==> src/rtl/layer_argmax_reader.sv <==
// layer_argmax_reader: snapshots zed on start, scans one neuron per clock, returns the argmax over a valid/ready handshake
module layer_argmax_reader #(
    parameter int number_neuron = 10,
    parameter int resolution = 8,
    localparam int idx_w = number_neuron > 1 ? $clog2(number_neuron) : 1
) (
    input  logic                                clk,
    input  logic                                reset,
    input  logic                                start,
    output logic                                start_ready,
    input  logic [resolution*number_neuron-1:0] zed,
    output logic                                busy,
    output logic                                result_valid,
    input  logic                                result_ready,
    output logic [idx_w-1:0]                    digit,
    output logic [resolution-1:0]               max_value
);
    typedef enum logic [1:0] {IDLE, SCAN, DONE} state_t;
    localparam logic [idx_w-1:0] last_idx = idx_w'(number_neuron - 1);
    state_t state_q, state_d;
    logic [resolution*number_neuron-1:0] snap_q, snap_d;
    logic signed [resolution-1:0] best_val_q, best_val_d, cur_val;
    logic [idx_w-1:0] best_idx_q, best_idx_d, scan_idx_q, scan_idx_d;
    always_comb begin
        state_d = state_q;
        snap_d = snap_q;
        best_val_d = best_val_q;
        best_idx_d = best_idx_q;
        scan_idx_d = scan_idx_q;
        cur_val = snap_q[int'(scan_idx_q)*resolution +: resolution];
        case (state_q)
            IDLE: if (start) begin
                snap_d = zed;
                best_val_d = zed[resolution-1:0];
                best_idx_d = '0;
                scan_idx_d = idx_w'(1);
                state_d = number_neuron == 1 ? DONE : SCAN;
            end
            SCAN: begin
                // strict compare keeps the lowest index on ties
                if (cur_val > best_val_q) begin
                    best_val_d = cur_val;
                    best_idx_d = scan_idx_q;
                end
                if (scan_idx_q == last_idx) state_d = DONE;
                else scan_idx_d = scan_idx_q + idx_w'(1);
            end
            DONE: if (result_ready) state_d = IDLE;
            default: state_d = IDLE;
        endcase
    end
    always_ff @(posedge clk) begin
        if (!reset) begin
            state_q <= IDLE;
            snap_q <= '0;
            best_val_q <= '0;
            best_idx_q <= '0;
            scan_idx_q <= '0;
        end else begin
            state_q <= state_d;
            snap_q <= snap_d;
            best_val_q <= best_val_d;
            best_idx_q <= best_idx_d;
            scan_idx_q <= scan_idx_d;
        end
    end
    assign start_ready = state_q == IDLE;
    assign busy = state_q != IDLE;
    assign result_valid = state_q == DONE;
    assign digit = best_idx_q;
    assign max_value = best_val_q;
endmodule

==> config.mk <==
export PLATFORM = sky130hd
export DESIGN_NAME = layer_argmax_reader
export DESIGN_NICKNAME = d
export VERILOG_FILES = /design/src/rtl/layer_argmax_reader.sv
export SDC_FILE = /design/constraint.sdc
export NUM_CORES = 1
export LEC_CHECK = 0
export BUFFER_PORTS_ARGS = -buffer_cell sky130_fd_sc_hd__buf_2
export CORE_MARGIN = 3
export CORE_UTILIZATION = 61
export CTS_BUF_LIST = sky130_fd_sc_hd__clkbuf_8
export CTS_CLUSTER_SIZE = 25
export DETAILED_ROUTE_END_ITERATION = 10
export PLACE_DENSITY = 0.88
export RECOVER_POWER = 50
export SLEW_MARGIN = 20
export SYNTH_ARGS = -nofsm -noshare
export SYNTH_HDL_FRONTEND = slang
export SYNTH_SLANG_ARGS = --single-unit
==> constraint.sdc <==
create_clock -name clk -period 5.1 [get_ports clk]
set_clock_uncertainty 0.15 [all_clocks]
set_input_delay 0.51 -clock clk [delete_from_list [all_inputs] [get_ports clk]]
set_output_delay 0.51 -clock clk [all_outputs]
set_load 0.005 [all_outputs]
Word-level counts from Yosys, hierarchy flattened
Index checks and enable logic that the tools add are counted.
{ "word_totals": {"reg_bits": 98, "out_inout_bits": 15, "word_cells": 36, "inputBits": 84} }
{ "classes": {"magnitude_cmp": 1, "n_addsub": 1, "muxes": 13, "eq_ne": 8, "n_reduce_logical": 7, "shift": 1} }
{ "ops": {"columns": ["op", "n"], "rows": [
  ["$shiftx 80x8->8", 1],
  ["$mux 4", 4],
  ["$mux 8", 2],
  ["$pmux 4 s2", 2],
  ["$pmux 8 s2", 1],
  ["$reduce_and 3->1", 3],
  ["$gt 8x8->1", 1],
  ["$ne 2x2->1 const B", 4],
  ["$mux 2", 3],
  ["$pmux 2 s3", 1],
  ["$add 4x1->4 const B", 1],
  ["$eq 4x4->1 const B", 1],
  ["$reduce_bool 2->1", 2],
  ["$eq 2x1->1 const B", 1],
  ["$eq 2x2->1 const B", 1],
  ["$logic_not 2->1", 1],
  ["$ne 2x1->1 const B", 1],
  ["$reduce_and 2->1", 1]
]} }

Longest topological paths before layout
Gate-level depths: netlist of the first run.
{ "depth": {"ltp_word": 4, "depth_mapped": 13, "depth_no_buf": 10} }

Least setup slack after synthesis of the first run
Ideal clock, no wire load.
{ "synth_path": {"path_type": "reg2reg", "startpoint": "register scan_idx_q[0]", "endpoint": "register best_val_q[0], in the netlist max_value[0]", "setup_ps": 117, "arrival_ps": 2646, "path_buffers": 2, "setup_slack_ps": 2187, "stages_incl_launch_ff": 13, "required_time_ps": 4833, "period_less_slack_ps": 2913, "path_cell_list": "dfxtp_1 buf_2 and2_1 a221oi_1 o21ai_1 nand3_1 ha_1 a21o_1 a2111oi_2 or3_1 buf_2 a31oi_1 a32o_1"} }
{ "synth_via": {"elab_chain_len": 4, "word_cells_on_any_way": 6, "classes_between": "1 x order compare; 1 x eq/ne; 1 x shift; 2 x mux; 1 x reduce/logical"} }
{ "synth_lines": {"columns": ["element", "line_no", "rtl"], "rows": [
  ["start, declared", "23", "logic [idx_w-1:0] best_idx_q, best_idx_d, scan_idx_q, scan_idx_d;"],
  ["start signal, assigned", "64", "scan_idx_q <= scan_idx_d;"],
  ["$shiftx 80x8->8 (*)", "30", "cur_val = snap_q[int'(scan_idx_q)*resolution +: resolution];"],
  ["$gt 8x8->1", "41", "if (cur_val > best_val_q) begin"],
  ["$ne 2x2->1 (no line)", null, null],
  ["$reduce_and 3->1 (no line)", null, null],
  ["end signal, assigned", "62", "best_val_q <= best_val_d;"],
  ["end, declared", "22", "logic signed [resolution-1:0] best_val_q, best_val_d, cur_val;"]
]} }
Every way passes the cells marked *; elsewhere a longest branch is shown, timed or not. The select of a mux whose other input is x is not followed.
A chain may end at the register's enable or synchronous reset.

Worst setup path in the final report of the first run
{ "layout_path": {"startpoint": "register scan_idx_q[1]", "endpoint": "register best_val_q[5], in the netlist max_value[5]"} }
The elaborated chain is that of the path after synthesis.

==> results.md, run 1 <==
* Avg Cell Area, Syn at 8.22 um^2
* Ys Warns at 0
* Initial antenna violation count at 0
* CTS root buf: clkbuf_8
* Core Area at 0.00698 mm^2
* Clock Latency Late Sink at 0.36 ns
* Top post-synthesis cells by count: 172 x nand2_1, 98 x dfxtp_1, 90 x a21oi_1
* Worst-case reg-to-reg path depth at 11
* Synthesis-to-finish area growth at 14.4%
* Maxcap violations at 2
* # resized after CTS at 0
* HPWL Detailed at ~8.6 mm
* Setup Crit Path Kind: reg -> reg
* Logic pwr share at around 18%
* RD Place Congestion at 0.946
* Outcome: finished with violations
* Sw Share at 29.7%
* Syn_nets at around 650
* Largest area contributor in the netlist: dfxtp_1
* Tmin final at 4.29 ns
* Type of the worst min-delay path: in -> reg
* Clock power share at a little under a third
* Post-Synthesis Cells at 552
* Seq cells post-synth at 98
* Inserted Diodes at 0
* Layout fillers at 555
* Die H at between 90 and 100 um
* Hold Path Depth at 3
* Critical path capture point type: flop
* Slew margin rel. at -62.9%
* CP max FO at 16
* PwrDens at 327 mW/mm^2
* Residual DRC count at 0
* Port Buffers at 98
* Sink Count at 98
* Pre-Repair DR Iteration Count at 5
* Total length of routed wires at 12.1 mm
* Worst-path clk slew at 0.10 ns
* First-pass GRT wire length at 19.2 mm
* Most common cell in the netlist: nand2_1
* Nets at 719
* Failing checks: max-capacitance violations, max-slew violations
* I/O pin total at 99
* Layout cells sized above 1 at 20.8%
* Initial core utilization at 65.0%
* Crit start category: flop
* Post-synth top flop: dfxtp_1
* Number of global-route vias before repair at slightly below 4,000
* Row count at 30
* Critical Path AT at 4.40 ns
* Total Power at 1.70 mW
* Routed vias/inst at approximately 5.9
* Top cells by area, synth: dfxtp_1 43%, nand2_1 14%, a21oi_1 9.9%
* Cts hold-fix bufs at 0
* Vias at between 4,000 and 5,000
* Post-synth EDFFs at 0
* CTS H-tree lvls at 3
* RSZ-0062 raised after global routing: no
* Required @ worst endpoint at 5.21 ns
* Largest net degree at the start of global routing at 93
* Pins Over Slew Limit at between 90 and 100
* Drt wl/cell at about 17 um
* Gr usage total at between 20% and 30%
* Final Hold Viols at 0
* Seq pwr share at about half
* Psw at 503 uW
* Maximum vdd drop at slightly above 0.2 mV
* Aggregate global routing overflow at 0
* Seq/Total Area, Yosys at between 40 and 50%
* Die Area at 0.00851 mm^2
* Post-CTS setup buffers at 0
* Setup-failing EPs final at 0
* Setup TNS at 0 ns
* Die width at 92.2 um
* Yosys top cell area share at roughly 43%
* Longest Clk Path Bufs at 2
* Fmax at 0.233 GHz
* Worst Tran Pin Value at 2.44 ns
* CTS tree: done
* Int Pwr at 1.19 mW
* Synthesized area at ~0.0045 mm^2
* DRT antenna net count at 0
* Ys async rst share at 0%
* Synth cell types at 47
* Pleak at 2.07 nW
* Final Cycle Share at 84.1%
* Cts bufs inserted at 9
* Initial DRC count at 351
[worst max-delay path: stages (launching register included)]
cell and delay, ns:
dfxtp_1 0.95, clkbuf_1 0.58, or3b_1 0.31, nor2_1 0.09, nand2_1 0.14, nand3_1 0.09
ha_1 0.30, a21o_1 0.19, a2111oi_2 0.40, or3_1 0.39, nand3_1 0.27, o32ai_1 0.33
[flip-flops by register name, summed over array words and instances, names as in the netlist]
register and count:
snap_q 80, max_value 8, digit 4, scan_idx_q 4, state_q 2
[power by group through the flow]
stage	combinational [mW]	clock, mW	sequential [mW]
after floorplan	0.217	0	0.857
after global placement	0.290	0	0.875
after detailed placement	0.297	0	0.877
after CTS	0.299	0.535	0.860
after global routing	0.338	0.570	0.866
final	0.301	0.533	0.861
[layout by cell type, fill, tap and decap left out, drive strengths merged, types with 2 or more instances in the layout]
| master | n |
|---|---|
| a211oi | 2 |
| ha | 10 |
| nand3 | 4 |
| dfxtp | 98 |
| a31o | 3 |
| nor4 | 2 |
| and2 | 6 |
| clkinvlp | 2 |
| nor2 | 11 |
| nor3 | 2 |
| a221oi | 5 |
| a32oi | 2 |
| clkbuf | 17 |
| o21ai | 9 |
| nand2b | 3 |
| a21oi | 90 |
| o32ai | 3 |
| o22ai | 3 |
| a21o | 3 |
| xor2 | 2 |
| mux4 | 9 |
| a221o | 2 |
| mux2i | 23 |
| and4 | 3 |
| nand2 | 172 |
| a32o | 2 |
| buf | 96 |
| a31oi | 2 |
| nor2b | 6 |
| nand4 | 7 |
| o211ai | 6 |
| inv | 13 |
[final cells by class]
cell class                      count  area (um^2)  share of cell area (%)
Multi-Input combinational cell    402         2340                    45.0
Sequential cell                    98         1960                    37.8
Timing Repair Buffer              103          517                    9.96
Clock buffer                       10          138                    2.65
Tap cell                           96          120                    2.31
Clock inverter                      6         73.8                    1.42
Inverter                           11         41.3                   0.796
[final timing paths]
path	from	endpoint	slack (ns)
max	scan_idx_q[1]	max_value[5]	0.81
min	zed[12]	snap_q[12]	0.23
max reg2reg	scan_idx_q[1]	max_value[5]	0.81
min reg2reg	snap_q[70]	snap_q[70]	0.31
[through the flow]
step                      std cells  util (%)  setup WS, ns  hold slack [ns]  cell area (um^2)
final                           726      74.3         0.812            0.227              5190
after global routing            726      74.3         0.498            0.222              5190
after CTS                       726      74.5          1.14            0.217              5200
after detailed placement        710      71.5          1.19            0.298              4990
after global placement          710      71.5          1.30            0.289              4990
after floorplan                 552         -          2.19            0.282              4540
[metal layers]
metal / GRT usage [%] / share of wire [%]
met5: 0 / 0
met2: 49.6 / 50
met1: 36.8 / 42
met3: 4.10 / 6.5
met4: 8.91 / 2.1
[cells by family after synthesis]
kind of cell	count (synthesis)	synth area share, %
buffers and inverters	52	5.21
muxes	32	9.63
DFF	98	43.3
adders and majority gates	10	2.76
xor gates and xnor gates	2	0.386
and+or+nand+nor	223	21.0
AOI/OAI and AO/OA	135	17.8
(Power assumes the default switching activity.)
==> inputs of run 2 (changes only) <==
- ABC_AREA: unset -> 1
- CORE_UTILIZATION: 61 -> 57
- PLACE_DENSITY: 0.88 -> 0.82
- clock period: 5.1 -> 4.1 ns (I/O delays scaled with it)
==> run 2 against run 1 <==
  * The run still ends with max-capacitance violations, max-slew violations left
  * Area after synthesis rose by 7.2%
  * Flip-flop and latch count did not move
  * Sequential power rose by 30%
  * Cell count rose by 24%
  * Via count rose by 12%
  * Setup slack got worse by 0.0024 ns
  * Synthesized cell count rose by 31%
  * Combinational power rose by 140%
  * Die area rose by 14%
  * Global-route usage fell by 3.6 points
  * Critical path type unchanged
  * Critical endpoint is now max_value[0]
==> results.md, run 2 <==
* Required @ worst endpoint at 4.20 ns
* RD Place Congestion at 0.979
* Final Cycle Share at about four fifths
* Post-CTS setup buffers at 0
* Max reg flops at 80
* Maximum vdd drop at 0.330 mV
* DRT antenna net count at 0
* Top post-synthesis cells by count: 156 x nand2_1, 98 x dfxtp_1, 93 x inv_1
* Seq/Total Area, Yosys at 40.3%
* Ys async rst share at 0%
* Final instance area at ~0.0054 mm^2
* Clock Latency Late Sink at 0.37 ns
* Crit start category: flop
* Layout fillers at ~770
* Min Hold Slack at 0.140 ns
* Type of the worst min-delay path: in -> reg
* Number of global-route vias before repair at 4,392
* Core Area at 0.00826 mm^2
* Initial core utilization at between 50% and 60%
* Biggest register: snap_q
* Psw at 837 uW
* Synthesized area at 0.00486 mm^2
* Initial antenna violation count at 0
* Pins Over Slew Limit at 100
* Post-synth EDFFs at 0
* Largest net degree at the start of global routing at 100
* Top cells by area, synth: dfxtp_1 40%, nand2_1 12%, o21ai_0 7.6%
* Die H at ~98 um
* Slew margin rel. at -7.22%
* CP max FO at 34
* Row count at 33
* Critical Path AT at 3.39 ns
* Final core occ at approximately two thirds
* Die width at between 90 and 100 um
* Vias at between 4,000 and 5,000
* Post-Synthesis Cells at 723
* Register area at 0.00196 mm^2
* Seq cells post-synth at between 90 and 100
* Aggregate global routing overflow at 0
* Initial DRC count at about 370
* CTS tree: done
* Multi-input gate area at approximately 0.0023 mm^2
* Setup Crit Path Kind: reg -> reg
* Worst Tran Pin Value at 1.60 ns
* Yosys top cell area share at 40.3%
* Tmin final at 3.29 ns
* Synthesis-to-finish area growth at 11.7%
* Placed cells at 883
* I/O pin total at 99
* Avg Cell Area, Syn at ~6.7 um^2
* RSZ-0062 raised after global routing: no
* Fin cells at 897
* Worst-path clk slew at 0.10 ns
* Die Area at 0.00967 mm^2
* Layout cells sized above 1 at 16.3%
* Setup TNS at 0 ns
* Total length of routed wires at 12.0 mm
* PwrDens at 451 mW/mm^2
* Sink Count at 98
* Maxcap violations at 1
* Total Power at 2.45 mW
* Cts hold-fix bufs at 0
* Gr usage total at between 20% and 30%
* Final WS setup at 0.809 ns
* First-pass GRT wire length at 19.9 mm
* Residual DRC count at 0
* Port Buffers at 98
* Longest Clk Path Bufs at 2
* Final Hold Viols at 0
* Ys Warns at 0
* Synth cell types at 25
* Most common cell in the netlist: nand2_1
* Drt wl/cell at roughly 13 um
* R2R Setup Slk at approximately 0.81 ns
* Pleak at about 2.7 nW
* Cell area after placement at 0.00526 mm^2
* Post-synth top flop: dfxtp_1
* Largest area contributor in the netlist: dfxtp_1
* # resized after CTS at 0
* Most frequent cells in the layout: 156 x nand2_1, 98 x dfxtp_1, 94 x inv_1, 92 x buf_2, 75 x o21ai_0
* Syn_nets at 817
* Commonest non-fill, non-tap cell in the layout: nand2_1
* Dpl ws at about 0.92 ns
* Seq pwr share at between 40% and 50%
* Pre-Repair DR Iteration Count at 6
* Critical path capture point type: flop
* Logic pwr share at 29.1%
* Clock power share at 25.0%
* Sw Share at 34.2%
* CTS H-tree lvls at 3
* Setup-failing EPs final at 0
* Routed vias/inst at 5.33
* Outcome: finished with violations
* Nets at 883
* Fmax at between 0.3 and 0.4 GHz
* Cts bufs inserted at 9
* Failing checks: max-capacitance violations, max-slew violations
* HPWL Detailed at 8.79 mm
* Inserted Diodes at 0
* CTS root buf: clkbuf_8
* Int Pwr at roughly 1.6 mW
[run 2: changes by cell type after synthesis, moves of 7 or more]
| cell | previous run | this run |
|---|---|---|
| nor2_1 | 11 | 71 |
| buf_2 | 12 | 19 |
| nand3_1 | 4 | 64 |
| mux4_2 | 8 | 0 |
| clkbuf_1 | 25 | 18 |
| o21ai_0 | 7 | 74 |
| nand4_1 | 7 | 0 |
| a21oi_1 | 90 | 73 |
| inv_1 | 11 | 93 |
| mux2i_1 | 23 | 0 |
| nand2_1 | 172 | 156 |
[run 2: worst max-delay path, stage by stage (launching register included)]
cell	delay (ns)
dfxtp_1	0.77
inv_4	0.29
nand2_1	0.16
nand3_1	0.09
nand3_1	0.14
nand3_1	0.10
nand2_1	0.09
ha_1	0.26
a21o_1	0.17
nor2_1	0.14
nand2_1	0.08
nand2_1	0.10
nand3_4	0.21
nand2_2	0.21
nand2_1	0.10
inv_1	0.07
nor2_1	0.04
[run 2: power by group through the flow]
| stage | sequential [mW] | clock [mW] | combinational, mW |
|---|---|---|---|
| 3_5_place_dp | 1.14 | 0 | 0.704 |
| 3_3_place_gp | 1.14 | 0 | 0.683 |
| 4_1_cts | 1.12 | 0.623 | 0.711 |
| 5_1_grt | 1.13 | 0.670 | 0.823 |
| 6_report | 1.12 | 0.614 | 0.714 |
| 2_1_floorplan | 1.12 | 0 | 0.549 |
[run 2: kinds of logic (layout without fill, tap and decap cells)]
group	after synthesis	count (layout)	share of synthesized area [%]
buf+inv	148	217	13.3
flops	98	98	40.3
compound gates	159	159	16.7
fa+ha+maj	10	10	2.57
simple gates	308	308	27.1
[run 2: final timing paths]
check             cells after the start            to          start
setup / recovery                     16  max_value[0]  scan_idx_q[0]
hold / removal                        3     snap_q[7]         zed[7]
setup reg to reg                     16  max_value[0]  scan_idx_q[0]
hold reg to reg                       2    snap_q[32]     snap_q[32]
[run 2: layer usage]
layer | vias up | track usage, % | part of all wire [%]
li1 | 2410 | - | -
met1 | 2133 | 34.4 | 43
met2 | 188 | 38.5 | 46
met3 | 46 | 5.50 | 7.6
met4 | 0 | 9.77 | 3.4
met5 | - | 0 | 0
[run 2: layout make-up]
class,instances,share of cell area (%)
clock buffers,10,2.53
multi-input cells,477,41.5
repair buffers,103,9.58
flip-flops and latches,98,36.1
well taps,105,2.42
inverters,100,6.96
clock inverters,4,0.944
